<file path="config.mk">
export PLATFORM = sky130hd
export DESIGN_NAME = sp_ram_ctrl
export DESIGN_NICKNAME = d
export VERILOG_FILES = /design/src/rtl/sp_ram_ctrl.sv
export SDC_FILE = /design/constraint.sdc
export NUM_CORES = 1
export LEC_CHECK = 0
export CORE_UTILIZATION = 35
export DETAILED_ROUTE_END_ITERATION = 8
export GPL_TIMING_DRIVEN = 0
export PLACE_DENSITY_LB_ADDON = 0.3
export SKIP_LAST_GASP = 1
export SLEW_MARGIN = 20
export SYNTH_ARGS = -nofsm -noshare
export SYNTH_HDL_FRONTEND = slang
export SYNTH_SLANG_ARGS = --single-unit
</file>
<file path="constraint.sdc">
create_clock -name clk -period 3.42 [get_ports clk]
set_input_delay 0.513 -clock clk [delete_from_list [all_inputs] [get_ports clk]]
set_output_delay 0.513 -clock clk [all_outputs]
set_load 0.01 [all_outputs]
</file>
<file path="src/rtl/sp_ram_ctrl.sv">
// Single-port RAM front end: clears every word after reset, then shares the one
// RAM port between a write channel and a read channel with alternating priority.
module sp_ram_ctrl #(
   parameter int unsigned      WIDTH      = 8,
   parameter int unsigned      DEPTH      = 8,
   parameter logic [WIDTH-1:0] INIT_VALUE = {WIDTH{1'b0}}
) (
   input  logic                     clk,
   input  logic                     rst,
   input  logic                     wr_valid,
   output logic                     wr_ready,
   input  logic [$clog2(DEPTH)-1:0] wr_addr,
   input  logic [WIDTH-1:0]         wr_data,
   input  logic                     rd_valid,
   output logic                     rd_ready,
   input  logic [$clog2(DEPTH)-1:0] rd_addr,
   output logic                     rsp_valid,
   output logic [WIDTH-1:0]         rsp_data,
   output logic                     init_done,
   output logic                     ram_ena,
   output logic                     ram_wea,
   output logic [$clog2(DEPTH)-1:0] ram_addr,
   output logic [WIDTH-1:0]         ram_din,
   input  logic [WIDTH-1:0]         ram_dout
);

   localparam int unsigned     AW         = $clog2(DEPTH);
   localparam logic [AW-1:0]   LAST_ADDR  = AW'(DEPTH - 1);
   localparam int unsigned     RSP_STAGES = 2;

   typedef enum logic {
      ST_INIT = 1'b0,
      ST_RUN  = 1'b1
   } state_t;

   state_t           state_reg, state_next;
   logic [AW-1:0]    cnt_reg, cnt_next;
   logic             prio_wr_reg, prio_wr_next;
   logic             init_done_reg, init_done_next;
   logic             ram_ena_reg, ram_ena_next;
   logic             ram_wea_reg, ram_wea_next;
   logic [AW-1:0]    ram_addr_reg, ram_addr_next;
   logic [WIDTH-1:0] ram_din_reg, ram_din_next;
   logic             wr_accept, rd_accept;

   logic [RSP_STAGES-1:0] rsp_pipe_reg;
   logic [RSP_STAGES-1:0] rsp_pipe_next;

   always_comb begin
      state_next     = state_reg;
      cnt_next       = cnt_reg;
      prio_wr_next   = prio_wr_reg;
      init_done_next = init_done_reg;
      ram_ena_next   = 1'b0;
      ram_wea_next   = 1'b0;
      ram_addr_next  = ram_addr_reg;
      ram_din_next   = ram_din_reg;
      wr_ready       = 1'b0;
      rd_ready       = 1'b0;
      wr_accept      = 1'b0;
      rd_accept      = 1'b0;

      case (state_reg)
         ST_INIT: begin
            ram_ena_next  = 1'b1;
            ram_wea_next  = 1'b1;
            ram_addr_next = cnt_reg;
            ram_din_next  = INIT_VALUE;
            if (cnt_reg == LAST_ADDR) begin
               cnt_next       = '0;
               state_next     = ST_RUN;
               init_done_next = 1'b1;
            end else begin
               cnt_next = cnt_reg + 1'b1;
            end
         end

         ST_RUN: begin
            // Under contention exactly one side is ready: the priority holder.
            wr_ready  = !rd_valid || prio_wr_reg;
            rd_ready  = !wr_valid || !prio_wr_reg;
            wr_accept = wr_valid && wr_ready;
            rd_accept = rd_valid && rd_ready;
            if (wr_valid && rd_valid) begin
               prio_wr_next = !prio_wr_reg;
            end
            if (wr_accept) begin
               ram_ena_next  = 1'b1;
               ram_wea_next  = 1'b1;
               ram_addr_next = wr_addr;
               ram_din_next  = wr_data;
            end else if (rd_accept) begin
               ram_ena_next  = 1'b1;
               ram_addr_next = rd_addr;
            end
         end
      endcase
   end

   always_ff @(posedge clk or posedge rst) begin
      if (rst) begin
         state_reg     <= ST_INIT;
         cnt_reg       <= '0;
         prio_wr_reg   <= 1'b1;
         init_done_reg <= 1'b0;
         ram_ena_reg   <= 1'b0;
         ram_wea_reg   <= 1'b0;
         ram_addr_reg  <= '0;
         ram_din_reg   <= '0;
      end else begin
         state_reg     <= state_next;
         cnt_reg       <= cnt_next;
         prio_wr_reg   <= prio_wr_next;
         init_done_reg <= init_done_next;
         ram_ena_reg   <= ram_ena_next;
         ram_wea_reg   <= ram_wea_next;
         ram_addr_reg  <= ram_addr_next;
         ram_din_reg   <= ram_din_next;
      end
   end

   // Stage 0 notes a read sitting on the RAM port; the last stage lines up with ram_dout.
   genvar gi;
   generate
      for (gi = 0; gi < RSP_STAGES; gi++) begin : g_rsp_pipe
         if (gi == 0) begin : g_head
            assign rsp_pipe_next[gi] = ram_ena_reg && !ram_wea_reg;
         end else begin : g_tail
            assign rsp_pipe_next[gi] = rsp_pipe_reg[gi-1];
         end
      end
   endgenerate

   always_ff @(posedge clk or posedge rst) begin
      if (rst) begin
         rsp_pipe_reg <= '0;
      end else begin
         rsp_pipe_reg <= rsp_pipe_next;
      end
   end

   assign rsp_valid = rsp_pipe_reg[RSP_STAGES-1];
   assign rsp_data  = ram_dout;
   assign init_done = init_done_reg;
   assign ram_ena   = ram_ena_reg;
   assign ram_wea   = ram_wea_reg;
   assign ram_addr  = ram_addr_reg;
   assign ram_din   = ram_din_reg;

endmodule

</file>
==> results of run 1 <==
[per-stage QoR]
step | hold slack [ns] | setup WS, ns | power, mW | instances
final | 0.3783 | 1.115 | 0.7070 | 165
after global routing | 0.4010 | 1.016 | 0.7453 | 165
after CTS | 0.3937 | 1.096 | 0.7148 | 165
after detailed placement | 0.3669 | 1.119 | 0.5952 | 161
after global placement | 0.3392 | 1.118 | 0.5874 | 161
after floorplan | 0.3312 | 2.008 | 0.4588 | 88
[cell usage in the layout (no fill, tap or decap), types with 2 or more instances in the layout]
| cell type | count |
|---|---|
| inv_2 | 2 |
| nand2_1 | 10 |
| clkdlybuf4s50_1 | 42 |
| nand2_2 | 9 |
| clkbuf_4 | 3 |
| o21ai_1 | 4 |
| and2_1 | 2 |
| a22oi_1 | 3 |
| buf_6 | 2 |
| buf_4 | 9 |
| mux2_2 | 2 |
| ha_1 | 2 |
| a21oi_2 | 8 |
| mux2i_1 | 3 |
| dfrtp_1 | 20 |
[path summary, 6_finish.rpt]
kind	end	from
min in group asynchronous	ram_din[5]	rst
min	rsp_pipe_reg[1]	rsp_pipe_reg[0]
max	rd_ready	state_reg
min reg2reg	rsp_pipe_reg[1]	rsp_pipe_reg[0]
max reg2reg	cnt_reg[0]	cnt_reg[0]
max in group asynchronous	ram_addr[0]	rst
[final cells by class]
type / count / area, um2
clock buffer: 4 / 26.28
inverter: 3 / 11.26
fill: 243 / 1242
tap: 31 / 38.79
sequential: 21 / 526.8
multi-input combinational: 52 / 372.9
timing repair buffer: 42 / 420.4
buffer: 12 / 95.09
[Yosys cell counts (all sizes together), types with 2 or more instances]
| master | number |
|---|---|
| mux2 | 2 |
| inv | 3 |
| ha | 2 |
| a22oi | 3 |
| mux2i | 3 |
| a21oi | 9 |
| o21ai | 4 |
| buf | 12 |
| and2 | 2 |
| dfrtp | 20 |
| nand2 | 20 |
[power by group]
part	switching (mW)	total, mW	internal [mW]
Sequential	0.0270	0.324	0.297
Clock	0.0733	0.119	0.0455
Combinational	0.104	0.265	0.160
Total	0.205	0.707	0.502
[worst max-delay path, cell delays in order (launching register included)]
cell and delay, ns:
dfrtp_1 0.34, buf_4 0.16, inv_2 0.06, buf_2 0.21, a21oi_1 0.16, clkdlybuf4s50_1 0.56
[layer usage]
layer / wire length (um) / vias to the layer above / track usage
li1: - / 375 / -
met1: 872 / 361 / 0.1684
met2: 998 / 29 / 0.2427
met3: 95 / 5 / 0.03488
met4: 44 / 0 / 0.07500
met5: 0 / - / 0
[logic make-up (layout without fill, tap and decap cells)]
group,Yosys count,after routing,synth area share
AO/OA/AOI/OAI,17,17,0.1244
XOR/XNOR,1,1,0.008708
adder cells (fa/ha/maj),2,2,0.02487
buffers and inverters,15,61,0.1057
flip-flops,21,21,0.5236
multiplexers,5,5,0.05224
AND/OR/NAND/NOR,27,27,0.1604
==> out/results.tsv, run 1 <==
stage	metric	value	unit
status	outcome	finished, final reports clean	
setup_path	Worst Path Arrival	1.79	ns
pwr	pwr/cell area	474.1	nW/um2
placed_design	Post-Place Cell Area	1465	um2
detailed_routing	drt drc	0	
setup_path	WS Path Type	reg -> out	
detailed_routing	ANT nets after route	0	
layout	Final Util	0.5455	
detailed_routing	routed vias/inst	4.667	
placed_design	GPL Wtd Cong	0.7014	
sta	Setup Viol. Count Final	0	
clock_tree	Root Buffer Master	clkbuf_4	
layout	Design Area, Final	1491	um2
setup_path	R2R setup slack	2.14	ns
sta	max_slew headroom	0.4845	
grt	vias in the first global route	757	
grt	antenna violations before repair	0	
setup_path	Worst setup EP type	output pin	
clock_tree	hold_buf cts	0	
yosys	Mapped Cells	88	
placed_design	I/O Buffers	42	
setup_path	CP Launch Type	flip-flop	
yosys	Post-synth ARST share	1.000	
clock_tree	Bufs on Longest Clock Path	2	
floorplan	Starting Density	0.3680	
job	max-cap viol count	0	
sta	post-route setup TNS	0	ns
placed_design	Post-DP HPWL	1.552	mm
grt	gr ovfl total	0	
detailed_routing	total wire length	2.011	mm
sta	final critical-path required period	2.305	ns
clock_tree	worst-skew pair later-pin latency	0.30	ns
layout	diodes inserted	0	
clock_tree	post-CTS setup repair buffer count	0	
grt	first-pass GRT wire length	3.360	mm
clock_tree	Num CTS Buffers	3	
setup_path	Critical Path RT	2.91	ns
yosys	Post-synth EDFFs	0	
clock_tree	H-tree Lvls	1	
yosys	total number of yosys warnings	0	
yosys	syn_area_per_cell	11.43	um2
yosys	Area contributors post-synth	dfrtp_1, a21oi_2, buf_4, nand2_2, nand2_1	
layout	layout cells sized above 1	0.2985	
sta	Worst-Margin Slew	0.7723	ns
grt	largest net degree at the start of global routing	22	
yosys	synthesized area	1006	um2
detailed_routing	DR vias	770	
sta	maximum operating frequency	433.8	MHz
clock_tree	clk sinks	21	
hold_path	Hold Path Cell Cnt	0	
floorplan	Die X	55.61	um
pwr	worst vdd ir	0.0003118	V
yosys	post-synth top area share	0.4975	
yosys	Netlist cell types	25	
clock_tree	clock-pin slew on the worst setup and hold paths	0.11	ns
sta	part of the cycle the worst path needs	0.6741	
detailed_routing	DR iter-0 viols	28	
yosys	fraction of the yosys area taken by sequential cells	0.5236	
pwr	leakage power	0.6685	nW
layout	number of flip-flops under the largest register name	8	
layout	Layout Nets	163	
setup_path	critical path peak fanout	10	
yosys	Primary FF master, synth	dfrtp_1	
hold_path	min-delay worst type	reg -> reg	
clock_tree	TritonCTS clock tree	built	
sta	clock skew	0.003243	ns
floorplan	# IOs	51	
sta	Fin. Hold Viols	0	
yosys	FF+latch count, synth	21	
detailed_routing	iteration count of the initial detailed-routing pass	4	
clock_tree	CTS resizes	0	
yosys	post-synthesis net count	116	
floorplan	row count	19	
sta	RSZ-0062 raised after global routing	false	
setup_path	worst reg2reg path depth	4	
yosys	Synth area leader	dfrtp_1	
floorplan	Die Y	55.61	um
detailed_routing	drt wl/cell	12.19	um
floorplan	Core Box Area	2734	um2
grt	All-Layer GR Usage	0.1436	
layout	Area growth syn-to-layout	48.26	%
floorplan	die area	3092	um2
sta	Final Max Slew Viols	0	
No activity file was read; power rests on OpenSTA's default activity.
==> inputs of run 2 (changes only) <==
- clock period: 3.42 -> 1.9 ns (I/O delays scaled with it)
==> run 2 against run 1 <==
  * Critical path depth fell by 2
  * Routed wire length is 0.50% higher
  * Total power is 79% higher
  * Die area did not move
  * Combinational power is 77% higher
  * Cell count shrank 0.61%
  * Sequential power increased by 80%
  * Non-clock buffer count down 1
  * Clock skew hardly changed
  * Highest routed layer unchanged
==> out/results.tsv, run 2 (synthesis gave the netlist of run 1 again) <==
stage	metric	value	unit
setup_path	CP bufs+invs	1	
clock_tree	Root Buffer Master	clkbuf_4	
detailed_routing	ANT nets after route	0	
grt	largest net degree at the start of global routing	22	
setup_path	Worst path slowest cell	dfstp_2	
setup_path	Worst setup EP type	output pin	
detailed_routing	drt wl/cell	12.32	um
floorplan	row count	19	
clock_tree	Bufs on Longest Clock Path	2	
grt	antenna violations before repair	0	
status	outcome	finished, final reports clean	
detailed_routing	drt drc	0	
hold_path	Hold Path Cell Cnt	0	
detailed_routing	routed vias/inst	4.659	
sta	RSZ-0062 raised after global routing	false	
layout	Final Non-Filler Cells	164	
sta	WHS	0.3783	ns
detailed_routing	DR iter-0 viols	30	
placed_design	I/O Buffers	42	
layout	diodes inserted	0	
layout	commonest non-fill, non-tap cell in the layout	clkdlybuf4s50_1	
pwr	Total Power	1.266	mW
placed_design	placed cells	161	
sta	clock skew	0.003583	ns
setup_path	reg-to-reg critical path startpoint	cnt_reg[0]	
setup_path	CP peak stage delay	0.57	ns
floorplan	Die Y	55.61	um
clock_tree	TritonCTS clock tree	built	
clock_tree	post-CTS setup repair buffer count	0	
sta	max_slew headroom	0.4826	
placed_design	Post-Place Cell Area	1465	um2
setup_path	Largest delay share family, worst path	flip-flops	
setup_path	WS Path Type	reg -> out	
grt	first-pass GRT wire length	3.346	mm
sta	Setup Viol. Count Final	0	
detailed_routing	DRT met1 WL	869	um
setup_path	CP Launch Type	flip-flop	
pwr	leakage power	0.6663	nW
sta	part of the cycle the worst path needs	0.8857	
floorplan	# IOs	51	
detailed_routing	iteration count of the initial detailed-routing pass	4	
sta	post-route setup TNS	0	ns
sta	Fin. Hold Viols	0	
layout	Design Area, Final	1490	um2
clock_tree	H-tree Lvls	1	
setup_path	R2R setup slack	0.62	ns
detailed_routing	Top Metal Used	met4	
clock_tree	Num CTS Buffers	3	
grt	vias in the first global route	762	
detailed_routing	DR WL met3	105	um
sta	worst setup margin	0.2173	ns
job	max-cap viol count	0	
pwr	pwr/cell area	849.3	nW/um2
hold_path	Hold Path Origin	rsp_pipe_reg[0]	
detailed_routing	DR vias	764	
sta	Worst-Margin Slew	0.7752	ns
clock_tree	worst-skew pair later-pin latency	0.30	ns
layout	number of flip-flops under the largest register name	8	
sta	maximum operating frequency	594.3	MHz
floorplan	die area	3092	um2
floorplan	Core Box Area	2734	um2
floorplan	Die X	55.61	um
setup_path	Worst Path Arrival	1.40	ns
grt	All-Layer GR Usage	0.1426	
setup_path	critical path peak fanout	3	
layout	Layout Nets	162	
layout	layout cells sized above 1	0.2932	
sta	Final Max Slew Viols	0	
floorplan	Starting Density	0.3680	
hold_path	Hold Path End	rsp_pipe_reg[1]	
clock_tree	clock-pin slew on the worst setup and hold paths	0.11	ns
detailed_routing	met2 routed WL	1.001	mm
layout	most frequent cells in the layout	clkdlybuf4s50_1, dfrtp_1, nand2_1	
sta	final critical-path required period	1.683	ns
layout	Area growth syn-to-layout	48.13	%
hold_path	min-delay worst type	reg -> reg	
pwr	worst vdd ir	0.0005610	V
placed_design	Post-DP HPWL	1.552	mm
placed_design	pre-CTS setup slack	0.05532	ns
setup_path	Reg-to-Reg End	cnt_reg[0]	
grt	gr ovfl total	0	
detailed_routing	total wire length	2.021	mm
clock_tree	clk sinks	21	
setup_path	critical-path cell list	nand2b_4, and2_1, dlygate4sd2_1	
layout	Final Util	0.5451	
setup_path	worst reg2reg path depth	4	
setup_path	Critical Path RT	1.62	ns
placed_design	GPL Wtd Cong	0.7014	
-- run 2: worst max path at each step --
stage	from	end	slack, ns	cells past startpoint
2_1_floorplan	cnt_reg[0]	cnt_reg[2]	0.70	3
3_3_place_gp	rd_valid	wr_ready	0.05	4
3_5_place_dp	rd_valid	wr_ready	0.06	4
4_1_cts	state_reg	rd_ready	-0.02	4
5_1_grt	prio_wr_reg	wr_ready	0.15	3
6_report	prio_wr_reg	wr_ready	0.22	3
-- run 2: per-layer routing --
metal,track usage,vias to the layer above
met3,0.03488,5
met2,0.2427,29
met4,0.07500,0
met5,0,-
met1,0.1654,356
li1,-,374
-- run 2: power by group --
part / switching, mW / internal [mW] / leakage (nW)
combinational: 0.187 / 0.282 / 0.401
clock: 0.131 / 0.0819 / 0.0150
sequential: 0.0487 / 0.534 / 0.250
-- run 2: layout make-up --
class                           instances  area, um2
Fill cell                             243       1244
Sequential cell                        21      526.8
Buffer                                 11      90.09
Timing Repair Buffer                   42      421.7
Tap cell                               31      38.79
Inverter                                3      13.76
Multi-Input combinational cell         52      372.9
Clock buffer                            4      26.28
-- run 2: repair_timing --
item,CTS,global route
hold buffers,0,0
pin swaps,0,0
resized for setup,2,1
setup endpoints to repair,2,1
==> inputs of run 3 (changes only) <==
- CAP_MARGIN: default -> 10
- CTS_CLUSTER_SIZE: default -> 10
==> results of run 3 <==
The final DEF is identical to that of run 2; final timing and power are the same.
